[config.mk]
export PLATFORM = sky130hd
export DESIGN_NAME = fetch_queue
export DESIGN_NICKNAME = d
export VERILOG_FILES = /design/src/rtl/fetch_queue.sv
export SDC_FILE = /design/constraint.sdc
export NUM_CORES = 1
export LEC_CHECK = 0
export ABC_AREA = 1
export BUFFER_PORTS_ARGS = -buffer_cell sky130_fd_sc_hd__buf_2
export CORE_MARGIN = 3
export CORE_UTILIZATION = 30
export DETAILED_ROUTE_END_ITERATION = 8
export GPL_ROUTABILITY_DRIVEN = 0
export GPL_TIMING_DRIVEN = 0
export PLACE_DENSITY_LB_ADDON = 0.08
export SKIP_LAST_GASP = 1
export SYNTH_ARGS = -nofsm -noshare
export SYNTH_HDL_FRONTEND = slang
export SYNTH_SLANG_ARGS = --single-unit
[constraint.sdc]
create_clock -name clk -period 7.2 [get_ports clk]
set_clock_uncertainty 0.2 [all_clocks]
set_input_delay 0 -clock clk [delete_from_list [all_inputs] [get_ports clk]]
set_output_delay 0 -clock clk [all_outputs]
set_load 0.03 [all_outputs]
[src/rtl/fetch_queue.sv]
// Prefetch queue that decouples PC generation from decode.
// Owns the instruction-memory request/response channels, redirect flushing and stale-response dropping.
module fetch_queue #(
   parameter int DATA_WIDTH = 32,
   parameter int ADDRESS_WIDTH = 32,
   parameter int DEPTH = 4,
   parameter logic [ADDRESS_WIDTH-1:0] RESET_PC = '0
) (
   input  logic                     clk,
   input  logic                     rst,
   input  logic                     stall_f,
   input  logic [1:0]               pc_src_e,
   input  logic [ADDRESS_WIDTH-1:0] pc_target_e,
   output logic                     imem_req_valid,
   output logic [ADDRESS_WIDTH-1:0] imem_req_addr,
   input  logic                     imem_req_ready,
   input  logic                     imem_resp_valid,
   input  logic [DATA_WIDTH-1:0]    imem_resp_data,
   output logic                     valid_f,
   output logic [ADDRESS_WIDTH-1:0] pc,
   output logic [ADDRESS_WIDTH-1:0] pc_plus4,
   output logic [DATA_WIDTH-1:0]    instr
);

   localparam int PW = $clog2(DEPTH);
   localparam int CW = PW + 1;
   localparam logic [CW-1:0] DEPTH_C = CW'(DEPTH);
   localparam logic [ADDRESS_WIDTH-1:0] FOUR = ADDRESS_WIDTH'(4);

   logic [ADDRESS_WIDTH-1:0] fetch_pc;
   logic [ADDRESS_WIDTH-1:0] pc_q    [DEPTH];
   logic [DATA_WIDTH-1:0]    instr_q [DEPTH];
   logic [ADDRESS_WIDTH-1:0] tag_q   [DEPTH];
   logic [PW-1:0]            rd_ptr, wr_ptr, tag_rd, tag_wr;
   logic [CW-1:0]            occ, outst, drop, in_use;
   logic                     redirect, issue, push, pop;

   // Outstanding requests reserve queue slots so every response has a home.
   assign redirect       = (pc_src_e == 2'b01) || (pc_src_e == 2'b10);
   assign in_use         = occ + outst;
   assign imem_req_valid = !rst && (in_use < DEPTH_C) && !redirect;
   assign imem_req_addr  = fetch_pc;
   assign issue          = imem_req_valid && imem_req_ready;
   assign push           = imem_resp_valid && (drop == '0) && !redirect;
   assign valid_f        = (occ != '0);
   assign pop            = valid_f && !stall_f && !redirect;

   assign pc       = valid_f ? pc_q[rd_ptr] : '0;
   assign pc_plus4 = valid_f ? pc_q[rd_ptr] + FOUR : '0;
   assign instr    = valid_f ? instr_q[rd_ptr] : '0;

   always_ff @(posedge clk) begin
      if (rst) begin
         fetch_pc <= RESET_PC;
         rd_ptr   <= '0;
         wr_ptr   <= '0;
         tag_rd   <= '0;
         tag_wr   <= '0;
         occ      <= '0;
         outst    <= '0;
         drop     <= '0;
      end else begin
         outst <= outst + CW'(issue) - CW'(imem_resp_valid);
         if (imem_resp_valid) tag_rd <= tag_rd + PW'(1);
         if (issue) tag_wr <= tag_wr + PW'(1);
         if (redirect) begin
            // Everything still in flight after this cycle belongs to the old stream.
            fetch_pc <= (pc_src_e == 2'b01) ? pc_target_e : RESET_PC;
            occ      <= '0;
            rd_ptr   <= wr_ptr;
            drop     <= outst - CW'(imem_resp_valid);
         end else begin
            if (issue) fetch_pc <= fetch_pc + FOUR;
            occ <= occ + CW'(push) - CW'(pop);
            if (push) wr_ptr <= wr_ptr + PW'(1);
            if (pop) rd_ptr <= rd_ptr + PW'(1);
            if (imem_resp_valid && (drop != '0)) drop <= drop - CW'(1);
         end
      end
   end

   // Storage arrays carry no reset; occupancy and valid_f qualify their contents.
   always_ff @(posedge clk) begin
      if (issue) tag_q[tag_wr] <= fetch_pc;
      if (push) begin
         pc_q[wr_ptr]    <= tag_q[tag_rd];
         instr_q[wr_ptr] <= imem_resp_data;
      end
   end

endmodule
==> summary.md <==
| Metric | Value |
|---|---|
| DRT iter0 DRCs | `1006` |
| PD cells | `around 260 nW/um^2` |
| Critical path's largest stage delay | `910 ps` |
| Worst Setup End Kind | `primary output` |
| Final setup violation count | `0` |
| Crit-path slowest cell | `nor3_1` |
| Vias in the first global route | `14904` |
| Final Net Count | `2470` |
| Initial Util | `0.304` |
| Crit Path Max Fanout | `10` |
| Post-Syn Area per Cell | `9.85 um^2` |
| Worst Path Class, Setup | `flop to primary output` |
| DR WL/cell | `19.3 um` |
| Die area | `68600 um^2` |
| Remaining routing DRC violations | `0` |
| Vias per inst | `4.74` |
| Crit path cell chain | `nor3_1 > clkbuf_1 > buf_2 > buf_2 > nor2_1 > buf_2` |
| Seq cells post-synth | `437` |
| Hold Crit Depth | `5` |
| Final WL | `63200 um` |
| I/O pin cnt | `between 200 and 250` |
| Slew HR | `0.242` |
| Fin area | `24800 um^2` |
| TritonRoute pass-1 iters | `5` |
| Most common cell on crit path | `buf_2` |
| Fin crit share | `0.543` |
| Remaining global-route overflow | `0` |
| ANT cells | `0` |
| VDD IR max | `0.153 mV` |
| Critical path arrival | `3710 ps` |
| Htree depth | `2` |
| Max Cap Viol | `0` |
| Hold Path Class | `input port to flop` |
| Cells after Synth | `1994` |
| Multi-input logic area | `between 6000 and 7000 um^2` |
| Max Freq | `0.256 GHz` |
| Startpoint types | `flop` |
| Die H | `~260 um` |
| Reg2reg end | `occ[2]` |
| Reg2Reg Launch Point | `occ[2]` |
| # rows | `93` |
| Pleak | `0.00957 uW` |
| Synth cell types | `between 40 and 50` |
| Clock transition at path regs | `60 ps` |
| CP required | `7000 ps` |
| Area Overhead vs Synth | `26.2%` |
| Area contributors post-synth | `edfxtp_1 (59%), nand2_1 (8.7%), nor2_1 (6.9%)` |
| Port Buf Inserts | `199` |
| Status | `finished clean` |
| Synth warn | `0` |
| TritonCTS clock tree | `yes` |
| Cell Area, Placed | `around 22000 um^2` |
| Fraction of layout cells with a size suffix above 1 | `0.146` |
| Sequential element share of the synthesized area | `0.641` |
| R2R depth | `10` |
| # resized after CTS | `0` |
| Deepest clock path buffer count | `3` |
| Num Clock Sinks | `437` |
| Die width | `262 um` |
| Total core area | `64600 um^2` |
| Area leader, netlist | `edfxtp_1` |
| Final HPWL DP | `44100 um` |
| Hold EP | `imem_req_addr[7]` |
| RSZ-0062 raised after global routing | `false` |
| Storage cell area | `12600 um^2` |
| Clk Latency, worst-skew pair | `between 500 and 600 ps` |
| Fin. max-slew vios | `0` |
| Final worst path period need | `roughly 4000 ps` |
| Cell family with most CP delay | `buffers and inverters` |
| CTS Buf Count | `51` |
| Post-synth top area share | `0.587` |
| Root buffer cell | `clkbuf_16` |
| DR vias | `15475` |
| Largest net degree at the start of global routing | `27` |
| All-Layer GR Usage | `0.182` |
| First-pass GRT wire length | `about 94000 um` |
| Flop2flop setup slack | `between 3000 and 4000 ps` |
| Final hold vios | `0` |
| Min-delay src | `imem_req_ready` |
| Cell Area, Synth | `19600 um^2` |
| Critical path buffers and inverters | `4` |
| Fill count | `6529` |
| Initial antenna violation count | `0` |
| Worst-Margin Slew | `1130 ps` |
| Antenna viol nets, final | `0` |
| Total power | `6490 uW` |
| Post-synth net total | `roughly 2100` |
==> sequential cells by signal (all words and copies together) (netlist names), 3 cells and up, named ones only <==
name and count:
tag_q 128, drop 3, pc_q 128, instr_q 128, outst 3, imem_req_addr 32, occ 3
==> report_power, final <==
part	internal, uW	switching [uW]	leakage, uW
registers	2880	74.1	0.00392
clock network	1490	1020	0.000770
logic	302	725	0.00488
==> per-layer routing <==
| metal | share of wire | global-route usage | vias up |
|---|---|---|---|
| li1 | - | - | 7555 |
| met4 | 0.028 | 0.0570 | 0 |
| met2 | 0.47 | 0.301 | 437 |
| met1 | 0.45 | 0.245 | 7382 |
| met5 | 0 | 0 | - |
| met3 | 0.052 | 0.0278 | 101 |
==> stage by stage <==
step	std cells	hold WS [ps]	util	setup slack (ps)	setup TNS, ps
global route	3268	0.309	0.384	3110	0
finish	3268	16.9	0.384	3290	0
detailed placement	3060	17.6	0.341	3410	0
global placement	3048	18.3	0.336	-13.7	-421
CTS	3268	0.0387	0.384	3230	0
floorplan	1994	-101	-	2980	0
==> what timing repair did <==
| action | CTS | global route |
|---|---|---|
| hold buffers | 118 | 0 |
| buffers inserted | 0 | 0 |
| endpoints found under the hold margin | 178 | 0 |
==> how the worst max path moves through the flow <==
stage                     slack [ps]       endpoint  cells past startpoint        start
after floorplan                 2980  instr_q[0][0]                      4      drop[0]
after global placement           -10    pc_q[1][25]                      6  pc_src_e[0]
after detailed placement        3410         occ[2]                     10       occ[2]
after CTS                       3230    pc_plus4[3]                      6       occ[2]
after global routing            3110   pc_plus4[16]                     14         flop
final                           3290    pc_plus4[3]                      6       occ[2]
==> cell families (layout without fill, tap and decap cells) <==
logic type | count (synthesis) | after routing | share of synthesized area
fa+ha+maj | 23 | 23 | 0.0154
flops | 437 | 437 | 0.641
simple gates | 978 | 978 | 0.200
buf+inv | 209 | 628 | 0.0472
xor+xnor | 12 | 12 | 0.00535
compound gates | 335 | 335 | 0.0905
==> cell usage after synthesis <==
library cell	count
nand3_1	110
fa_1	2
o21ai_1	1
buf_4	12
inv_1	102
a21o_1	2
nand2_1	454
xor2_1	7
xnor2_1	5
a211oi_1	1
and2_1	1
a32oi_1	1
nand4_1	6
o22ai_1	34
a31oi_1	3
nand3_2	1
buf_2	19
clkinv_1	2
edfxtp_1	384
o21bai_1	3
o21a_1	1
nor2_2	12
clkbuf_2	2
nor2_4	4
inv_2	6
o21ai_0	189
inv_8	1
clkbuf_1	47
buf_8	1
o211ai_1	3
a32o_1	2
nand2_2	4
a22oi_1	6
buf_1	10
a21oi_1	89
nor3_1	22
and3_1	1
nor2_1	363
buf_6	7
dfxtp_1	53
ha_1	21
==> cell usage in the layout (no fill, tap or decap), types with 5 or more instances in the layout <==
cell | synthesis | routed
buf_1 | 10 | 10
nor3_1 | 22 | 22
inv_1 | 102 | 102
nor2_4 | 4 | 12
a22oi_1 | 6 | 6
clkbuf_16 | 0 | 51
nand2_1 | 454 | 454
o22ai_1 | 34 | 34
buf_2 | 19 | 218
clkinv_2 | 0 | 5
buf_6 | 7 | 7
xor2_1 | 7 | 7
ha_1 | 21 | 21
a21oi_1 | 89 | 89
nand3_1 | 110 | 110
xnor2_1 | 5 | 5
clkinv_1 | 2 | 8
o21ai_0 | 189 | 189
nand4_1 | 6 | 6
buf_4 | 12 | 12
nor2_1 | 363 | 355
buf_12 | 0 | 11
bufinv_16 | 0 | 5
inv_2 | 6 | 6
dlygate4sd3_1 | 0 | 118
edfxtp_1 | 384 | 384
nor2_2 | 12 | 12
dfxtp_1 | 53 | 53
clkbuf_1 | 47 | 66
==> cell type report <==
type / instances / area share
flip-flops and latches: 437 / 0.508
clock buffers: 70 / 0.0544
plain buffers: 98 / 0.0203
multi-input cells: 1348 / 0.249
clock inverters: 20 / 0.00980
well taps: 855 / 0.0432
inverters: 111 / 0.0171
repair buffers: 329 / 0.0978
==> worst register-to-register path, delay by kind of cell (launching register included) <==
kind / cells / cell delay, ps
adder cells (fa/ha/maj): 3 / 900
XOR/XNOR: 2 / 360
buffers and inverters: 2 / 790
flip-flops: 1 / 360
AND/OR/NAND/NOR: 3 / 1110
No activity file was read; power rests on OpenSTA's default activity.
